==> config.mk <==
export PLATFORM = sky130hd
export DESIGN_NAME = io_uart_tx
export DESIGN_NICKNAME = d
export VERILOG_FILES = /design/src/rtl/io_uart_tx.sv
export SDC_FILE = /design/constraint.sdc
export NUM_CORES = 1
export LEC_CHECK = 0
export CAP_MARGIN = 40
export CORE_ASPECT_RATIO = 0.7
export CORE_MARGIN = 3
export CORE_UTILIZATION = 65
export DETAILED_ROUTE_END_ITERATION = 8
export PLACE_DENSITY = 0.83
export REMOVE_ABC_BUFFERS = 1
export SYNTH_ARGS = -nofsm -noshare
export SYNTH_HDL_FRONTEND = slang
export SYNTH_SLANG_ARGS = --single-unit
==> constraint.sdc <==
create_clock -name clk -period 6.2 [get_ports clk]
set_input_delay 0.62 -clock clk [delete_from_list [all_inputs] [get_ports clk]]
set_output_delay 0.62 -clock clk [all_outputs]
set_load 0.02 [all_outputs]
==> src/rtl/io_uart_tx.sv <==
// io_uart_tx: FIFO-buffered 8N1 UART transmitter with back-pressure and sticky overrun flag
module io_uart_tx #(
  parameter int FDEPTH_LOG2 = 4,
  parameter int BAUD_DIV    = 868
) (
  input  logic                 clk,
  input  logic                 rst,
  input  logic [7:0]           uart_io_char,
  input  logic                 uart_io_we,
  output logic                 uart_io_full,
  output logic                 tx,
  output logic                 tx_busy,
  output logic                 tx_fifo_overrun,
  output logic [FDEPTH_LOG2:0] fifo_count
);
  localparam int AW    = FDEPTH_LOG2 + 1;
  localparam int DEPTH = 1 << FDEPTH_LOG2;
  localparam int BW    = $clog2(BAUD_DIV);
  localparam logic [BW-1:0] BRELOAD = BW'(BAUD_DIV - 1);

  typedef enum logic [1:0] {IDLE, START, DATA, STOP} state_t;

  state_t        state, state_n;
  logic [7:0]    mem [DEPTH];
  logic [AW-1:0] wptr, rptr, count_n;
  logic [BW-1:0] bcnt, bcnt_n;
  logic [2:0]    bidx, bidx_n;
  logic [7:0]    shift, shift_n;
  logic          push, pop, tx_n;

  assign uart_io_full = fifo_count == AW'(DEPTH);
  assign push         = uart_io_we && !uart_io_full;
  assign tx_busy      = state != IDLE;
  assign count_n      = fifo_count + AW'(push) - AW'(pop);
  assign tx_n         = state_n == START ? 1'b0 : state_n == DATA ? shift_n[0] : 1'b1;

  // serializer next-state: pop on leaving IDLE, then count out start, 8 data and stop bits
  always_comb begin
    state_n = state;
    bcnt_n  = bcnt;
    bidx_n  = bidx;
    shift_n = shift;
    pop     = 1'b0;
    case (state)
      IDLE: if (fifo_count != '0) begin
        pop     = 1'b1;
        shift_n = mem[rptr[FDEPTH_LOG2-1:0]];
        bcnt_n  = BRELOAD;
        state_n = START;
      end
      START: if (bcnt == '0) begin
        bcnt_n  = BRELOAD;
        bidx_n  = '0;
        state_n = DATA;
      end else bcnt_n = bcnt - BW'(1);
      DATA: if (bcnt == '0) begin
        bcnt_n  = BRELOAD;
        shift_n = shift >> 1;
        bidx_n  = bidx + 3'd1;
        state_n = bidx == 3'd7 ? STOP : DATA;
      end else bcnt_n = bcnt - BW'(1);
      STOP: if (bcnt == '0) state_n = IDLE;
      else bcnt_n = bcnt - BW'(1);
      default: state_n = IDLE;
    endcase
  end

  // state, pointers, occupancy, overrun and registered tx line
  always_ff @(posedge clk or posedge rst) begin
    if (rst) begin
      state           <= IDLE;
      bcnt            <= '0;
      bidx            <= '0;
      shift           <= '0;
      wptr            <= '0;
      rptr            <= '0;
      fifo_count      <= '0;
      tx_fifo_overrun <= 1'b0;
      tx              <= 1'b1;
    end else begin
      state           <= state_n;
      bcnt            <= bcnt_n;
      bidx            <= bidx_n;
      shift           <= shift_n;
      wptr            <= wptr + AW'(push);
      rptr            <= rptr + AW'(pop);
      fifo_count      <= count_n;
      tx_fifo_overrun <= tx_fifo_overrun | (uart_io_we & uart_io_full);
      tx              <= tx_n;
    end
  end

  // character storage; contents need no reset since pointers define validity
  always_ff @(posedge clk) begin
    if (push) mem[wptr[FDEPTH_LOG2-1:0]] <= uart_io_char;
  end
endmodule
==> impl_metrics.ini, run 1 <==
[sta]
rsz0062_at_grt = no
drv_slew = 0
fin_hold_ws_ns = 0.496
fin_skew_ns = 0.0137
max_slew_margin_pct = 42.4
fin_crit_ns = 3.05
hold_viol = 0
tightest_slew_ns = 0.861
setup_tns_ns = 0
period_share_pct = 49.3
clock.fmax_mhz = 327
setup_viol_count_final = 0

[critical_path]
slowest_delay_ns = 0.73
crit_fanout = 3
cp.required_ns = 5.58
end_kind = primary output
worst-setup-path-type = reg -> out
cp_cell_sequence = inv_1 > ha_1 > nor4bb_1 > clkdlybuf4s50_1
cp_slowest_cell = clkdlybuf4s50_1
r2r_setup_slack_ns = 3.21
crit_path_start_kind = flop
arrival_ns = 2.43

[synth]
ys_seq_elements = 166
synth.avg_cell_area_um2 = 16.6
yosysSeqAreaShare_pct = 66.8
yosysWarnings = 0
syn_area_um2 = 7180
synthArstFlopShare_pct = 22.9
synth_edf_count = 128
synthCells = 431
synth_ff_type = edfxtp_1
synth_cell_type_count = 58

[clock_tree]
clockBufferDepth = 2
cts_resized = 0
cts-buffers-inserted = 17
postCtsSetupBuffers = 0
root_buffer = clkbuf_16
numClockSinks = 166
clkSlewWorstSetupHoldPaths_ns = 0.07
cts_tree = yes
h-tree-depth = 4
ctsHoldBuffers = 0
clk_latency_ns = 0.44

[detailed_routing]
post_drt_wl_per_cell_um = 25.1
via_per_inst = 6.54
firstDrtPassIters = 5
drt_iter0_markers = 491
vias = 4080
ant_nets = 0
drt_wl_total_um = 15700
drc_errors = 0

[global_routing]
grt_max_degree = 39
first_global_vias = 4113
grt_use_total_pct = 27.5
gr-total-overflow = 0
antenna_found_initial = 0
grt_pass1_wl_um = 24600

[placed_design]
numPortBuffers = 19
gp_congestion = 0.906
place_inst = 592
dpl.hpwl_um = 9850

[layout]
syn_to_final_growth_pct = 13.3
final_common_cell = edfxtp_1
layoutNonFillerInstCount = 624
final_cell_mix = edfxtp_1 (128), dfrtp_1 (36), nor2_1 (28)
drive_above_1_share_pct = 18.3
nets = 491
diodes = 0

[flow_run]
maxCapViolations = 0

[pwr]
p_total_w = 0.00287
ir_worst_vdd_v = 0.000293
powerDensity_nw_per_um2 = 353
p_leak_nw = 2.93

[floorplanning]
start_util_pct = 68.0
die_w_um = 132
die_h_um = 93.9
die-area_um2 = 12400
top_level_ports = 20
std_cell_rows = 31
core_area_um2 = 10600

[run_status]
status = finished clean

[hold_path]
hold_path_class = reg -> reg
==> sequential cells by signal, indices dropped and copies added, names as in the netlist <==
register and count:
bcnt 10, bidx 3, fifo_count 5, mem 128, rptr 4, shift 8
state 2, tx 1, tx_fifo_overrun 1, wptr 4
==> per-stage QoR <==
stage | instance area (um2) | setup WS, ns | util (%)
3_3_place_gp | 7470 | 3.37 | 70.8
6_report | 8130 | 3.15 | 77.1
3_5_place_dp | 7520 | 3.42 | 71.3
4_1_cts | 8130 | 3.16 | 77.1
2_1_floorplan | 7070 | 3.27 | -
5_1_grt | 8130 | 3.08 | 77.1
==> final timing paths <==
check	from	to	cells after the start
worst max-delay path	fifo_count[2]	uart_io_full	4
worst min-delay path	shift[7]	shift[6]	2
worst max register to register	state[0]	fifo_count[4]	14
worst min register to register	shift[7]	shift[6]	2
max in group asynchronous	rst	tx	3
min in group asynchronous	rst	fifo_count[1]	3
==> Yosys cell counts, drive strengths merged, types with 3 or more instances <==
library cell,number,area (um2)
xnor2,6,52.6
nor3,10,50.1
clkbuf,8,30.0
mux2,5,56.3
o221ai,5,43.8
a22o,10,96.4
o21ai,14,70.1
a21oi,8,40.0
nor2,28,105
mux2i,4,40.0
or3,3,23.8
mux4,36,845
inv,23,86.3
a21o,3,22.5
nand2,25,93.8
buf,9,77.6
clkinv,6,22.5
nand2b,4,25.0
nor4,3,18.8
xor2,3,26.3
dfrtp,37,926
ha,16,200
edfxtp,128,3840
nand3,5,37.5
==> routing by layer <==
layer,up-vias,GRT usage (%),part of all wire [%]
li1,1750,-,-
met1,2085,38.5,42
met2,206,41.8,47
met3,39,8.57,8.6
met4,0,9.70,2.3
met5,-,0,0
==> layout make-up <==
class / count / area [um2]
Clock buffer: 17 / 425
Timing Repair Buffer: 30 / 268
Tap cell: 148 / 185
Inverter: 29 / 109
Clock inverter: 15 / 181
Multi-Input combinational cell: 219 / 2160
Fill cell: 554 / 2420
Sequential cell: 166 / 4800
==> report_power, final <==
group,switching (W),internal (W)
clock,0.000483,0.000578
sequential,0.0000824,0.00133
combinational,0.000230,0.000165
==> worst max-delay path, delay by kind of cell, from the launching register on <==
family                     cells  cell delay (ns)
adders and majority gates      1             0.20
buffers and inverters          2             0.84
DFF                            1             0.41
and+or+nand+nor                1             0.55
==> cells by family after synthesis <==
kind of cell / count (synthesis) / synth area share (%)
AOI/OAI and AO/OA: 58 / 6.31
xor gates and xnor gates: 9 / 1.10
adders and majority gates: 17 / 3.07
buffers and inverters: 46 / 3.02
DFF: 166 / 66.8
muxes: 45 / 13.1
and+or+nand+nor: 90 / 6.56
(Power assumes the default switching activity.)
==> inputs of run 2 (changes only) <==
--- a/config.mk
+++ b/config.mk
@@ -8,9 +8,9 @@
 export CAP_MARGIN = 40
 export CORE_ASPECT_RATIO = 0.7
 export CORE_MARGIN = 3
-export CORE_UTILIZATION = 65
+export CORE_UTILIZATION = 61
 export DETAILED_ROUTE_END_ITERATION = 8
-export PLACE_DENSITY = 0.83
+export PLACE_DENSITY = 0.79
 export REMOVE_ABC_BUFFERS = 1
 export SYNTH_ARGS = -nofsm -noshare
 export SYNTH_HDL_FRONTEND = slang
==> constraint.sdc (replaced) <==
create_clock -name clk -period 2.9 [get_ports clk]
set_input_delay 0.29 -clock clk [delete_from_list [all_inputs] [get_ports clk]]
set_output_delay 0.29 -clock clk [all_outputs]
set_load 0.02 [all_outputs]
==> run 2 against run 1 <==
  * Routed wire length fell by 7.3%
  * Sequential share of layout area shrank 0.84 points
  * Power rose by 110%
  * Critical path type is now reg -> reg
  * Largest cell class unchanged
==> impl_metrics.ini, run 2 (same netlist as run 1, synthesis figures left out) <==
[run_status]
status = finished clean

[clock_tree]
h-tree-depth = 4
cts_resized = 0
root_buffer = clkbuf_16
clockBufferDepth = 2
cts_tree = yes
ctsHoldBuffers = 0
numClockSinks = 166
postCtsSetupBuffers = 0
clk_latency_ns = 0.44
cts-buffers-inserted = 17
clkSlewWorstSetupHoldPaths_ns = 0.07

[pwr]
intPower_w = 0.00436
power_frac_seq_pct = 49.8
pwr-share-clk_pct = 36.4
p_sw_w = 0.00166
p_leak_nw = 3.01
p_total_w = 0.00602
swShare_pct = 27.5
ir_worst_vdd_v = 0.000459
powerDensity_nw_per_um2 = 730
comb_power_share_pct = 13.8

[sta]
period_share_pct = 91.0
fin_skew_ns = 0.0221
rsz0062_at_grt = no
setup_viol_count_final = 0
fin_crit_ns = 2.64
max_slew_margin_pct = 52.8
layout_setup_ws_ns = 0.260
drv_slew = 0
hold_viol = 0
clock.fmax_mhz = 379
setup_tns_ns = 0
tightest_slew_ns = 0.706

[layout]
final_cell_mix = edfxtp_1 (128), dfrtp_1 (36), nor2_1 (28)
diodes = 0
drive_above_1_share_pct = 20.9
layoutNonFillerInstCount = 645
largest_reg_flops = 128
final_common_cell = edfxtp_1
nets = 507
fin_area_um2 = 8250
fillCellCount = 668
syn_to_final_growth_pct = 14.9

[placed_design]
place_inst = 613
place_area_um2 = 7670
gp_congestion = 0.797
dpl.hpwl_um = 9500
post-place-ws_ns = 0.293
numPortBuffers = 19

[critical_path]
cp.required_ns = 3.21
reg2reg_from = fifo_count[3]
cp-startpoint = fifo_count[3]
end_kind = flop
crit_fanout = 4
arrival_ns = 2.95
crit_path_start_kind = flop
worst-setup-path-type = reg -> reg

[floorplanning]
top_level_ports = 20
die_w_um = 136
std_cell_rows = 32
die_h_um = 96.7
start_util_pct = 63.8
die-area_um2 = 13100
core_area_um2 = 11300

[detailed_routing]
firstDrtPassIters = 5
drt_iter0_markers = 439
post_drt_wl_per_cell_um = 22.6
ant_nets = 0
via_per_inst = 6.33
drt_wl_total_um = 14600
vias = 4082
drc_errors = 0

[global_routing]
grt_use_total_pct = 24.5
grt_pass1_wl_um = 23400
gr-total-overflow = 0
grt_max_degree = 36
first_global_vias = 4084
antenna_found_initial = 0

[hold_path]
hold_path_class = in -> async

[flow_run]
maxCapViolations = 0
[run 2: cell count changes in the layout (fill, tap and decap cells not counted)]
cell        before  now
clkinvlp_4       0    2
buf_12           0    1
buf_2            2    0
inv_8            4    6
clkinv_4         3    1
bufinv_16        1    0
clkinv_8         3    2
buf_4            9   26
[run 2: cell type report]
cell class	instances	area, um2	share of cell area (%)
Sequential cell	166	4800	58.2
Timing Repair Buffer	46	405	4.92
Multi-Input combinational cell	219	2160	26.2
Clock buffer	17	425	5.16
Tap cell	153	191	2.32
Clock inverter	15	155	1.88
Inverter	29	109	1.32
[run 2: critical path, stage by stage, from the launching register on]
cell and delay (ns):
dfrtp_1 0.41, inv_1 0.09, ha_1 0.17, nor4bb_1 0.39
nand2b_1 0.24, nand2_1 0.11, nand2_1 0.08, ha_1 0.16
inv_1 0.06, fa_1 0.40, inv_1 0.08, a21oi_1 0.06
nor2_1 0.09, nor2_1 0.06, xnor2_1 0.11
[run 2: path summary, 6_finish.rpt]
kind | end | slack (ns) | cells past startpoint
worst max-delay path | fifo_count[4] | 0.26 | 14
worst min-delay path | wptr[1] | 0.23 | 2
worst max register to register | fifo_count[4] | 0.26 | 14
worst min register to register | shift[5] | 0.49 | 2
max in group asynchronous | tx | 1.95 | 3
min in group clk | tx_fifo_overrun | 0.48 | 2
[run 2: per-stage QoR]
step,utilization (%),hold slack (ns)
2_1_floorplan,-,0.389
3_3_place_gp,68.1,0.440
3_5_place_dp,68.1,0.453
4_1_cts,73.3,0.243
5_1_grt,73.3,0.288
6_report,73.3,0.232
[run 2: power groups by stage]
stage          Combinational, W  Sequential (W)  Clock (W)
4_1_cts                0.000844         0.00300    0.00222
2_1_floorplan          0.000459         0.00305          0
5_1_grt                0.000915         0.00302    0.00233
3_5_place_dp           0.000833         0.00304          0
6_report               0.000833         0.00300    0.00219
3_3_place_gp           0.000803         0.00301          0
[run 2: per-layer routing]
metal | vias up | routed length [um] | global-route usage (%)
met5 | - | 0 | 0
met4 | 0 | 194 | 6.51
met3 | 24 | 1240 | 7.80
met2 | 186 | 6930 | 36.0
met1 | 2092 | 6190 | 36.2
li1 | 1780 | - | -
==> inputs of run 3 (changes only) <==
--- a/config.mk
+++ b/config.mk
@@ -5,12 +5,11 @@
 export SDC_FILE = /design/constraint.sdc
 export NUM_CORES = 1
 export LEC_CHECK = 0
-export CAP_MARGIN = 40
+export CAP_MARGIN = 10
 export CORE_ASPECT_RATIO = 0.7
 export CORE_MARGIN = 3
-export CORE_UTILIZATION = 61
+export CORE_UTILIZATION = 48
 export DETAILED_ROUTE_END_ITERATION = 8
-export PLACE_DENSITY = 0.79
 export REMOVE_ABC_BUFFERS = 1
 export SYNTH_ARGS = -nofsm -noshare
 export SYNTH_HDL_FRONTEND = slang
==> run 3 against run 2 <==
  * Critical path depth did not move
  * Routed wire length fell by 3.4%
  * Clock power barely moved
  * Global-route usage fell by 6.0 points
  * Non-clock buffer count fell by 1
  * Cell area rose by 0.65%
  * Highest routed layer unchanged
  * Die area rose by 26%
  * Power fell by 0.15%
==> impl_metrics.ini, run 3 (same netlist as run 1, synthesis figures left out) <==
[sta]
fin_skew_ns = 0.00950
rsz0062_at_grt = no
hold_viol = 0
tightest_slew_ns = 0.690
period_share_pct = 90.5
setup_viol_count_final = 0
max_slew_margin_pct = 54.0
fin_crit_ns = 2.62
clock.fmax_mhz = 381
drv_slew = 0

[placed_design]
dpl.hpwl_um = 9640
gp_congestion = 0.769
place_area_um2 = 7720
numPortBuffers = 19

[critical_path]
end_kind = flop
crit_path_start_kind = flop
cp.required_ns = 3.20
crit_fanout = 6
arrival_ns = 2.92
worst-setup-path-type = reg -> reg

[layout]
fin_area_um2 = 8300
fillCellCount = 1091
finish.utilization_pct = 58.1
multiInputGateArea_um2 = 2170
final_common_cell = edfxtp_1
syn_to_final_growth_pct = 15.7
drive_above_1_share_pct = 20.4
largest_reg_flops = 128
nets = 506
register_area_um2 = 4800
final_cell_mix = edfxtp_1 (128), dfrtp_1 (36), nor2_1 (28)
diodes = 0

[clock_tree]
postCtsSetupBuffers = 0
clkSlewWorstSetupHoldPaths_ns = 0.06
root_buffer = clkbuf_16
ctsHoldBuffers = 0
h-tree-depth = 4
cts_tree = yes
cts-buffers-inserted = 17
numClockSinks = 166
clockBufferDepth = 2
clk_latency_ns = 0.42

[global_routing]
grt_pass1_wl_um = 22400
antenna_found_initial = 0
grt_use_total_pct = 18.5
grt_max_degree = 39
first_global_vias = 3850
gr-total-overflow = 0

[pwr]
comb_power_share_pct = 14.0
swShare_pct = 25.3
powerDensity_nw_per_um2 = 724
power_frac_seq_pct = 49.8
intPower_w = 0.00449
ir_worst_vdd_v = 0.000462
p_sw_w = 0.00152
pwr-share-clk_pct = 36.2
p_leak_nw = 3.01

[detailed_routing]
drt_wl_total_um = 14100
drt_iter0_markers = 253
post_drt_wl_per_cell_um = 20.6
vias = 3859
ant_nets = 0
firstDrtPassIters = 5
drc_errors = 0
via_per_inst = 5.67

[floorplanning]
start_util_pct = 50.3
core_area_um2 = 14300
top_level_ports = 20
std_cell_rows = 36
die_w_um = 152
die_h_um = 108
die-area_um2 = 16500

[flow_run]
maxCapViolations = 0

[hold_path]
hold_path_class = in -> async

[run_status]
status = finished clean
[run 3: cell types whose count changed in the layout (fill, tap and decap cells not counted), sizes merged]
cell	previous run	this run
inv	32	27
clkinv	10	15
bufinv	0	2
clkinvlp	2	0
buf	27	26
[run 3: worst max-delay path, stage by stage (launching register included)]
cell and delay [ns]:
dfrtp_1 0.40, inv_1 0.09, ha_1 0.18, or4b_4 0.51
nand2_1 0.19, nand2_1 0.07, nand2_1 0.06, ha_1 0.16
inv_1 0.06, fa_1 0.39, inv_1 0.07, a21oi_1 0.06
nor2_1 0.10, nor2_1 0.06, xnor2_1 0.11
[run 3: final cells by class]
class,count,share of cell area (%)
well taps,190,2.86
clock inverters,15,1.82
flip-flops and latches,166,57.8
repair buffers,45,4.94
inverters,29,1.31
multi-input cells,219,26.1
clock buffers,17,5.13
[run 3: metrics by stage]
stage | std cells | setup TNS [ns] | power, W | setup slack, ns | hold WS, ns
final | 681 | 0 | 0.00601 | 0.276 | 0.312
after global routing | 681 | 0 | 0.00628 | 0.0655 | 0.335
after CTS | 681 | 0 | 0.00608 | 0.291 | 0.323
after detailed placement | 649 | 0 | 0.00389 | 0.310 | 0.448
after global placement | 649 | 0 | 0.00385 | 0.353 | 0.440
after floorplan | 414 | -0.0284 | 0.00351 | -0.0284 | 0.389
[run 3: path summary, 6_finish.rpt]
| check | start | endpoint | slack (ns) | depth (start not counted) |
|---|---|---|---|---|
| setup / recovery | fifo_count[2] | fifo_count[4] | 0.28 | 14 |
| hold / removal | rst | fifo_count[0] | 0.31 | 3 |
| setup reg to reg | fifo_count[2] | fifo_count[4] | 0.28 | 14 |
| hold reg to reg | tx_fifo_overrun | tx_fifo_overrun | 0.45 | 1 |
| max in group asynchronous | rst | rptr[0] | 2.20 | 3 |
| min in group clk | tx_fifo_overrun | tx_fifo_overrun | 0.45 | 1 |
[run 3: power by group through the flow]
stage               combinational, W  sequential [W]  clock [W]
global route                0.000933         0.00302    0.00233
CTS                         0.000854         0.00299    0.00223
global placement            0.000829         0.00302          0
floorplan                   0.000459         0.00305          0
detailed placement          0.000852         0.00304          0
finish                      0.000842         0.00299    0.00218
[run 3: routing by layer]
metal	GRT usage (%)	share of wire, %
met5	0	0
met4	5.71	0.27
met3	4.80	5.7
met2	26.6	45
met1	27.9	49
[run 3: repair_timing]
item,4_1_cts,5_1_grt
hold endpoints to repair,0,0
resized for setup,0,1
endpoints found under the setup margin,0,1
